**src/rtl/retire_monitor_pkg.sv**
```systemverilog
// Shared types and default sizes for the retire monitor.
package retire_monitor_pkg;

  localparam int DEF_ADDR_WIDTH   = 32;
  localparam int DEF_DATA_WIDTH   = 32;
  localparam int DEF_ARCH_REGS    = 32;
  localparam int DEF_PHY_REGS     = 64;
  localparam int DEF_PHY_WIDTH    = 6;
  localparam int DEF_RETIRE_WIDTH = 2;
  localparam int DEF_CNT_WIDTH    = 32;

  localparam int DEF_ARCH_IDX_WIDTH = $clog2(DEF_ARCH_REGS);

  // Run-control phases of the monitor.
  typedef enum logic [1:0] {
    IDLE,
    RUN,
    DUMP,
    HALT
  } monitor_state_t;

  // One architectural-register dump record at default sizes.
  typedef struct packed {
    logic [DEF_ARCH_IDX_WIDTH-1:0] idx;
    logic [DEF_DATA_WIDTH-1:0]     data;
  } dump_rec_t;

  // Which RAT feeds the dump: speculative after done, committed after timeout.
  typedef enum logic {
    SEL_FRONT,
    SEL_BACK
  } rat_sel_t;

endpackage

```
**src/rtl/retire_monitor_popcount_n.sv**
```systemverilog
// Combinational population count of an N-bit vector.
module popcount_n #(
  parameter int N = 2,
  parameter int W = $clog2(N + 1)
) (
  input  logic [N-1:0] bits,
  output logic [W-1:0] count
);

  // Sum the set bits.
  always_comb begin
    // NOTE: combinational blocks assign every output a default first and use
    // blocking '=', so no latch is inferred and later statements see earlier ones.
    count = '0;
    for (int i = 0; i < N; i++) begin
      count = count + W'(bits[i]);
    end
  end

endmodule

```
**src/rtl/retire_monitor.sv**
```systemverilog
// Run-control and commit observer: counts cycles and retires, detects done or
// timeout, then streams every architectural register through one PRF port.
module retire_monitor
  import retire_monitor_pkg::*;
#(
  parameter int ADDR_WIDTH   = DEF_ADDR_WIDTH,
  parameter int DATA_WIDTH   = DEF_DATA_WIDTH,
  parameter int ARCH_REGS    = DEF_ARCH_REGS,
  parameter int PHY_REGS     = DEF_PHY_REGS,
  parameter int PHY_WIDTH    = DEF_PHY_WIDTH,
  parameter int RETIRE_WIDTH = DEF_RETIRE_WIDTH,
  parameter int CNT_WIDTH    = DEF_CNT_WIDTH
) (
  input  logic                               clk,
  input  logic                               rst,
  input  logic                               start,
  input  logic [CNT_WIDTH-1:0]               max_cycles,
  input  logic                               done_in,
  input  logic [RETIRE_WIDTH-1:0]            retire_valid,
  input  logic [RETIRE_WIDTH*ADDR_WIDTH-1:0] retire_addr,
  input  logic [ARCH_REGS*PHY_WIDTH-1:0]     front_rat,
  input  logic [ARCH_REGS*PHY_WIDTH-1:0]     back_rat,
  output logic [PHY_WIDTH-1:0]               prf_raddr,
  input  logic [DATA_WIDTH-1:0]              prf_rdata,
  output logic [CNT_WIDTH-1:0]               cycle_count,
  output logic [CNT_WIDTH-1:0]               retired_count,
  output logic [ADDR_WIDTH-1:0]              last_retire_addr,
  output logic                               dump_valid,
  output logic [$clog2(ARCH_REGS)-1:0]       dump_idx,
  output logic [DATA_WIDTH-1:0]              dump_data,
  output logic                               finished_ok,
  output logic                               timed_out,
  output logic                               halted
);

  localparam int IDX_WIDTH = $clog2(ARCH_REGS);
  localparam int POP_WIDTH = $clog2(RETIRE_WIDTH + 1);

  monitor_state_t          state_q, state_d;
  logic [CNT_WIDTH-1:0]    limit_q;
  logic [CNT_WIDTH-1:0]    cycle_q;
  logic [CNT_WIDTH-1:0]    retired_q;
  logic [ADDR_WIDTH-1:0]   last_addr_q;
  logic                    finished_q;
  logic                    timed_q;
  logic                    done_q;
  rat_sel_t                sel_q;
  // Extra MSB marks the drain cycle after the last issue (ARCH_REGS is a power of two).
  logic [IDX_WIDTH:0]      issue_idx_q;
  logic                    rec_valid_q;
  logic [IDX_WIDTH-1:0]    rec_idx_q;

  logic                    start_run;
  logic                    exit_done;
  logic                    exit_timeout;
  logic                    limit_hit;
  logic                    issuing;
  logic [POP_WIDTH-1:0]    retire_pop;
  logic [ADDR_WIDTH-1:0]   newest_addr;
  logic [IDX_WIDTH-1:0]    issue_idx;

  popcount_n #(
    .N (RETIRE_WIDTH),
    .W (POP_WIDTH)
  ) u_popcount (
    .bits  (retire_valid),
    .count (retire_pop)
  );

  // A limit of zero disables the timeout; otherwise this is the last RUN cycle.
  assign limit_hit = (limit_q != '0) && (cycle_q == limit_q - CNT_WIDTH'(1));
  assign issuing   = (state_q == DUMP) && !issue_idx_q[IDX_WIDTH];
  assign issue_idx = issue_idx_q[IDX_WIDTH-1:0];

  // State register.
  always_ff @(posedge clk or posedge rst) begin
    // NOTE: sequential state uses non-blocking '<=' so every flop samples
    // pre-edge values regardless of statement order.
    if (rst) begin
      state_q <= IDLE;
    end else begin
      state_q <= state_d;
    end
  end

  // Next-state and run-control strobes; done beats timeout in the same cycle.
  always_comb begin
    state_d      = state_q;
    start_run    = 1'b0;
    exit_done    = 1'b0;
    exit_timeout = 1'b0;
    unique case (state_q)
      IDLE, HALT: begin
        if (start) begin
          start_run = 1'b1;
          state_d   = RUN;
        end
      end
      RUN: begin
        if (done_q) begin
          exit_done = 1'b1;
          state_d   = DUMP;
        end else if (limit_hit) begin
          exit_timeout = 1'b1;
          state_d      = DUMP;
        end
      end
      DUMP: begin
        if (issue_idx_q[IDX_WIDTH]) begin
          state_d = HALT;
        end
      end
      default: state_d = IDLE;
    endcase
  end

  // PC of the highest-index valid retire port this cycle.
  always_comb begin
    newest_addr = '0;
    for (int k = 0; k < RETIRE_WIDTH; k++) begin
      if (retire_valid[k]) begin
        newest_addr = retire_addr[k*ADDR_WIDTH +: ADDR_WIDTH];
      end
    end
  end

  // Counters, limit and sticky exit flags; frozen outside RUN.
  always_ff @(posedge clk or posedge rst) begin
    if (rst) begin
      limit_q     <= '0;
      cycle_q     <= '0;
      retired_q   <= '0;
      last_addr_q <= '0;
      finished_q  <= 1'b0;
      timed_q     <= 1'b0;
    end else if (start_run) begin
      limit_q     <= max_cycles;
      cycle_q     <= '0;
      retired_q   <= '0;
      last_addr_q <= '0;
      finished_q  <= 1'b0;
      timed_q     <= 1'b0;
    end else if (state_q == RUN) begin
      cycle_q   <= cycle_q + CNT_WIDTH'(1);
      retired_q <= retired_q + CNT_WIDTH'(retire_pop);
      if (|retire_valid) begin
        last_addr_q <= newest_addr;
      end
      if (exit_done) begin
        finished_q <= 1'b1;
      end
      if (exit_timeout) begin
        timed_q <= 1'b1;
      end
    end
  end

  // One-stage done register, only live during RUN so stale done cannot end a new run.
  always_ff @(posedge clk or posedge rst) begin
    if (rst) begin
      done_q <= 1'b0;
    end else begin
      done_q <= (state_q == RUN) && done_in;
    end
  end

  // RAT selection latched at DUMP entry.
  always_ff @(posedge clk or posedge rst) begin
    if (rst) begin
      sel_q <= SEL_FRONT;
    end else if (exit_done) begin
      sel_q <= SEL_FRONT;
    end else if (exit_timeout) begin
      sel_q <= SEL_BACK;
    end
  end

  // Issue index and the one-stage record pipeline matching the PRF read latency.
  always_ff @(posedge clk or posedge rst) begin
    if (rst) begin
      issue_idx_q <= '0;
      rec_valid_q <= 1'b0;
      rec_idx_q   <= '0;
    end else begin
      rec_valid_q <= issuing;
      if (issuing) begin
        rec_idx_q   <= issue_idx;
        issue_idx_q <= issue_idx_q + 1'b1;
      end
      if (exit_done || exit_timeout) begin
        issue_idx_q <= '0;
      end
    end
  end

  // PRF read tag, sampled live from the selected RAT at the current index.
  always_comb begin
    prf_raddr = '0;
    if (issuing) begin
      if (sel_q == SEL_FRONT) begin
        prf_raddr = front_rat[issue_idx*PHY_WIDTH +: PHY_WIDTH];
      end else begin
        prf_raddr = back_rat[issue_idx*PHY_WIDTH +: PHY_WIDTH];
      end
    end
  end

  assign cycle_count      = cycle_q;
  assign retired_count    = retired_q;
  assign last_retire_addr = last_addr_q;
  assign finished_ok      = finished_q;
  assign timed_out        = timed_q;
  assign halted           = (state_q == HALT);
  assign dump_valid       = rec_valid_q;
  assign dump_idx         = rec_valid_q ? rec_idx_q : '0;
  assign dump_data        = rec_valid_q ? prf_rdata : '0;

endmodule

```
**config.mk**
```make
export PLATFORM = sky130hd
export DESIGN_NAME = retire_monitor
export DESIGN_NICKNAME = d
export VERILOG_FILES = /design/src/rtl/retire_monitor_pkg.sv /design/src/rtl/retire_monitor_popcount_n.sv /design/src/rtl/retire_monitor.sv
export SDC_FILE = /design/constraint.sdc
export NUM_CORES = 1
export LEC_CHECK = 0
export CORE_AREA = 5 5 253 255
export DETAILED_ROUTE_END_ITERATION = 12
export DIE_AREA = 0 0 258 260
export PLACE_DENSITY_LB_ADDON = 0.15
export REMOVE_ABC_BUFFERS = 1
export SYNTH_ARGS = -nofsm -noshare
export SYNTH_HDL_FRONTEND = slang
export SYNTH_SLANG_ARGS = --single-unit
```
**constraint.sdc**
```tcl
create_clock -name clk -period 9.1 [get_ports clk]
set_input_delay 1.82 -clock clk [delete_from_list [all_inputs] [get_ports clk]]
set_output_delay 1.82 -clock clk [all_outputs]
set_load 0.1 [all_outputs]
```
# --- Word-level counts from Yosys, hierarchy flattened ---
# Cells that the tools add are included.
op_classes:
  add_sub_neg: 5
  mul: 1
  eq_ne: 7
  n_shift: 2
  muxes: 34
  reduce_logical: 19
op_table:
  columns: ["cell", "n"]
  rows:
  - ["192-bit by 9-bit variable part select with 6-bit output", 2]
  - ["32-bit 2-to-1 mux", 10]
  - ["32-bit by 1-bit adder with 32-bit output, second input constant", 1]
  - ["32-bit by 2-bit adder with 32-bit output", 1]
  - ["32-bit equality test", 1]
  - ["32-bit nonzero test", 1]
  - ["32-bit by 1-bit subtractor with 32-bit output, second input constant", 1]
  - ["6-bit 2-to-1 mux", 4]
  - ["1-bit 2-to-1 mux", 14]
  - ["2-bit nonzero test", 6]
  - ["2-bit 2-to-1 mux", 4]
  - ["5-bit by 2-bit multiplier with 7-bit output, second input constant", 1]
  - ["6-bit by 1-bit adder with 6-bit output, second input constant", 1]
  - ["2-bit one-hot mux with 3 select lines", 1]
  - ["2-bit AND reduction", 3]
  - ["5-bit 2-to-1 mux", 1]
  - ["2-bit equality test, second input constant", 2]
  - ["2-bit != test, second input constant", 2]
  - ["2-bit OR reduction", 2]
  - ["1-bit logical AND", 3]
  - ["3-bit != test, second input constant", 1]
  - ["3-bit AND reduction", 1]
  - ["1-bit by 1-bit adder with 2-bit output", 1]
  - ["2-bit by 1-bit equality test with 1-bit output, second input constant", 1]
  - ["other kinds (3)", 3]
totals:
  ff_bits: 146
  inputBits: 518

# --- Logic depth before layout (Yosys ltp) ---
logic_depth:
  word_depth: 9
  mapped_depth: 13
  ltp_nobuf: 11

# --- By module ---
# From an unflattened synthesis, not the netlist that was laid out.
hier_totals:
  hier_cells: 1111
  area_unflattened_um2: 11368.4
by_module_without_submodules:
  columns: ["module", "n_inst", "cells_each", "area_each_um2"]
  rows:
  - ["retire_monitor", 1, 1110, 11355.9]
  - ["popcount_n", 1, 1, 12.5]

# --- Worst setup path after synthesis ---
# Ideal clock, no wire load.
synth_path:
  path_kind: "input-to-output"
  from: "in back_rat[186]"
  to: "out prf_raddr[0]"
  arrival_ns: 3.664
  required_ns: 7.280
  slack_ns: 3.616
  stages: 4
  path_buffers: 0
  path_cell_list: "mux4_2 -> mux4_2 -> mux4_2 -> and2_1"
synth_between:
  elab_chain_len: 3
synth_rtl:
  columns: ["item", "line_no", "text"]
  rows:
  - ["start: declaration", "retire_monitor.sv:22", "input logic [ARCH_REGS*PHY_WIDTH-1:0] back_rat,"]
  - ["192-bit by 9-bit variable part select with 6-bit output", "retire_monitor.sv:203", "prf_raddr = back_rat[issue_idx*PHY_WIDTH +: PHY_WIDTH];"]
  - ["6-bit 2-to-1 mux", "retire_monitor.sv:200", "if (sel_q == SEL_FRONT) begin"]
  - ["6-bit 2-to-1 mux", "retire_monitor.sv:199", "if (issuing) begin"]
  - ["end: declaration", "retire_monitor.sv:23", "output logic [PHY_WIDTH-1:0] prf_raddr,"]
# No other way between the ends.

# --- Final worst setup path ---
layout_path:
  from: "in front_rat[80]"
  to: "out prf_raddr[2]"
layout_between:
  elab_chain_len: 3
layout_rtl:
  columns: ["item", "line_no", "text"]
  rows:
  - ["start: declaration", "retire_monitor.sv:21", "input logic [ARCH_REGS*PHY_WIDTH-1:0] front_rat,"]
  - ["192-bit by 9-bit variable part select with 6-bit output", "retire_monitor.sv:201", "prf_raddr = front_rat[issue_idx*PHY_WIDTH +: PHY_WIDTH];"]
  - ["6-bit 2-to-1 mux", "retire_monitor.sv:200", null]
  - ["6-bit 2-to-1 mux", "retire_monitor.sv:199", null]
# No other way between the ends.

==> results.txt <==
The number of instances in the synthesized netlist is 1122. The post-synthesis cell type count is 62. IR analysis of the VDD net gives a maximum drop of 0.144 mV.

The placeable core region is 61400 um^2. The critical path is of the input port to output port type. The count of yosys warnings during synthesis is 0. The number of top-level pins came out at 661. The clock insertion delay at the later pin of the skew report came out at 0.48 ns. The area of all placed cells without fillers is 19500 um^2. The total of max-cap violations came out at 0. Data on the critical path arrives at its endpoint at 5.06 ns. The die covers 67100 um^2. By count the netlist is led by nand2_1 (149), dfrtp_1 (146), mux4_2 (126). After clock tree synthesis, the clock-pin slew on the worst setup and hold paths is 0.06 ns. Cells with a size suffix above 1 make up 11.8% of the layout.

Wires add up to 68500 um. The normalized max-slew margin came out at 21.9%. After the first detailed-routing iteration, the DRC count stood at 669.

The synthesized area per cell came out at 10.2 um^2. STA classifies the critical path endpoint as an output port. The die boundary width came out at 258 um.

STA classifies the critical path startpoint as an input port. In this run the register-to-register setup slack is 5.30 ns. The setup clock skew after layout is 0.0111 ns. The share of the cycle needed by the critical path after routing came out at 75.6%. The flop and latch count out of synthesis is 146. The number of global-route vias before repair came out at 12600. The first global-routing pass estimated 95500 um of wire.

The most used flip-flop cell after synthesis is dfrtp_1. The worst hold path was traced through 2 stages. The total overflow left after global routing is 0. The y dimension of the die came out at 260 um. The post-synthesis async set-or-reset flop share is 100%.

The number of sinks on the clock net came out at 146. The number of cells upsized or downsized after cts is 0. Timing would allow up to 0.145 GHz. The count of final hold-check violations is 0. The detailed-route vias per instance is 4.68. TritonCTS built the clock tree. The cts-stage hold buffer count is 0. The number of DRC violations after detailed routing is 0. CTS built an H-tree with a depth of 4. The detailed placement HPWL came out at 56300 um. The number of pins with negative max-slew slack in the final report is 0. The routability congestion estimate from global placement is 0.937. The clock root buffer is clkbuf_16. The count of flip-flops with a built-in enable after synthesis is 0. For the worst flop-to-flop path, the logic depth is 10. The count of buffers inserted at the top-level ports came out at 660. The post-synthesis cell area is 11500 um^2. The setup total negative slack is 0 ns. The minimum clock period after layout is 6.88 ns. Ranked by total cell area, the synthesized netlist is headed by dfrtp_1 (32%), mux4_2 (25%), nand2_1 (4.9%).

The share of the synthesized area in the top cell type came out at 31.8%. The initial antenna violation count came out at 25. Setup repair after global routing left no endpoint under its margin.

The top fanout value on the critical path came out at 1. After detailed routing, the average wire length per cell comes to 27.1 um. The most numerous cell in the Yosys netlist is nand2_1. Of the synthesized area, sequential elements account for 31.8%. In this run the core area contains 91 standard-cell rows. The flow ran to the end, and the final reports show no timing, DRC or antenna violations. The critical path data required time came out at 7.28 ns. The starting utilization of the core area came out at 18.7%. Relative to the synthesized area, the layout overhead comes to 69.6%.

Summing all placed instances gives a cell area of 18800 um^2. The global-route usage over all layers is 19.8%. The post-CTS repair timing setup buffer count came out at 0.

The residual antenna-violating net count after detailed routing came out at 0. The power density normalized to cell area is 246 nW/um^2. The total power is 4.79 mW. The maximum buffer depth of the clock tree came out at 2. The final route contains 11800 vias.

The type of the worst min-delay path is register to register. The analysis attributes to cell leakage a power of 7.15 nW. The total of endpoints with negative setup slack in the final report came out at 0. The largest net degree at the start of global routing is 81. Summed over all instances, the cell type with the most area after synthesis is dfrtp_1. At the pin with the least slew margin, the transition time is 1.17 ns.

After the last flow step, the layout net total stands at 2247. The clock buffer count from CTS is 17. The first-pass iteration count of the detailed router came out at 4.
## per-stage QoR
step           worst slack (ns)  utilization, %  cells  hold slack, ns
4_1_cts                    2.19            31.7   2523           0.476
5_1_grt                    2.21            31.7   2528           0.489
3_3_place_gp               2.19            30.6   2491           0.457
2_1_floorplan              1.46               -   1030           0.438
6_report                   2.22            31.7   2528           0.471
3_5_place_dp               2.21            30.6   2491           0.460
## layer usage
layer | wire length, um | global-route usage (%)
met2 | 37400 | 37.7
met3 | 3940 | 5.79
met1 | 24800 | 21.2
met4 | 2270 | 5.68
met5 | 13 | 0
## critical path, stage by stage
cell,delay [ns]
clkdlybuf4s50_1,0.54
mux4_2,0.50
mux4_2,0.47
mux4_2,0.50
and2_1,0.23
clkdlybuf4s50_1,0.99
## where the power goes
group / internal (mW) / total, mW / switching [mW]
clock: 0.503 / 0.815 / 0.312
combinational: 1.06 / 2.81 / 1.75
sequential: 0.810 / 1.16 / 0.348
total: 2.37 / 4.79 / 2.41
## placed cells by master (no fill, tap or decap), drive strengths merged, types with 3 or more instances in the layout
master         synthesis  routed
nor4                  15      15
dfrtp                146     146
nand3                 29      29
xor2                  54      54
or4                    6       6
diode                  0       5
clkbuf                67      21
a41oi                  3       3
xnor2                 38      38
nand3b                34      34
ha                     8       8
nand4                 22      22
and4                   9       9
and3                  10      10
a31oi                  5       5
bufinv                 0       5
o221ai                32      32
nor2b                  7       7
clkdlybuf4s50          0     655
nor3                  18      18
buf                   25      16
nand2                149     149
mux4                 126     126
nor2                  91      91
or2                    3       3
a21oi                 53      53
and2                  47      47
mux2i                  5       5
o31ai                  6       6
or3                   14      14
o21ai                 53      53
inv                   15      18
nand2b                 4       4
## sequential cells by signal (all words and copies together) (netlist names)
signal and cells:
cycle_count 32, done_q 1, dump_valid 1, finished_ok 1, issue_idx_q 6, last_retire_addr 32, limit_q 32, rec_idx_q 5
retired_count 32, sel_q 1, state_q 2, timed_out 1
## path summary, 6_finish.rpt
| path | from | end |
|---|---|---|
| worst max-delay path | front_rat[80] | prf_raddr[2] |
| min in group asynchronous | rst | last_retire_addr[22]$_DFFE_PP0P_ |
| worst min-delay path | rec_idx_q[1]$_DFFE_PP0P_ | rec_idx_q[1]$_DFFE_PP0P_ |
| worst max register to register | state_q[1]$_DFFE_PP0P_ | cycle_count[25]$_DFFE_PP0P_ |
| max in group asynchronous | rst | timed_out$_DFFE_PP0P_ |
| worst min register to register | rec_idx_q[1]$_DFFE_PP0P_ | rec_idx_q[1]$_DFFE_PP0P_ |
## final cells by class
| class | count | area, um^2 |
|---|---|---|
| fill | 6351 | 41900 |
| multi-input combinational | 869 | 7390 |
| timing repair buffer | 671 | 6690 |
| sequential | 146 | 3660 |
| tap | 790 | 988 |
| clock buffer | 21 | 460 |
| clock inverter | 11 | 198 |
| inverter | 15 | 61.3 |
| antenna | 5 | 12.5 |
## kinds of logic after synthesis
logic type	synth area share, %
flops	31.8
mux	25.3
xor+xnor	7.02
buf+inv	3.83
compound gates	9.36
simple gates	21.7
fa+ha+maj	1.05
(Power assumes the default switching activity.)
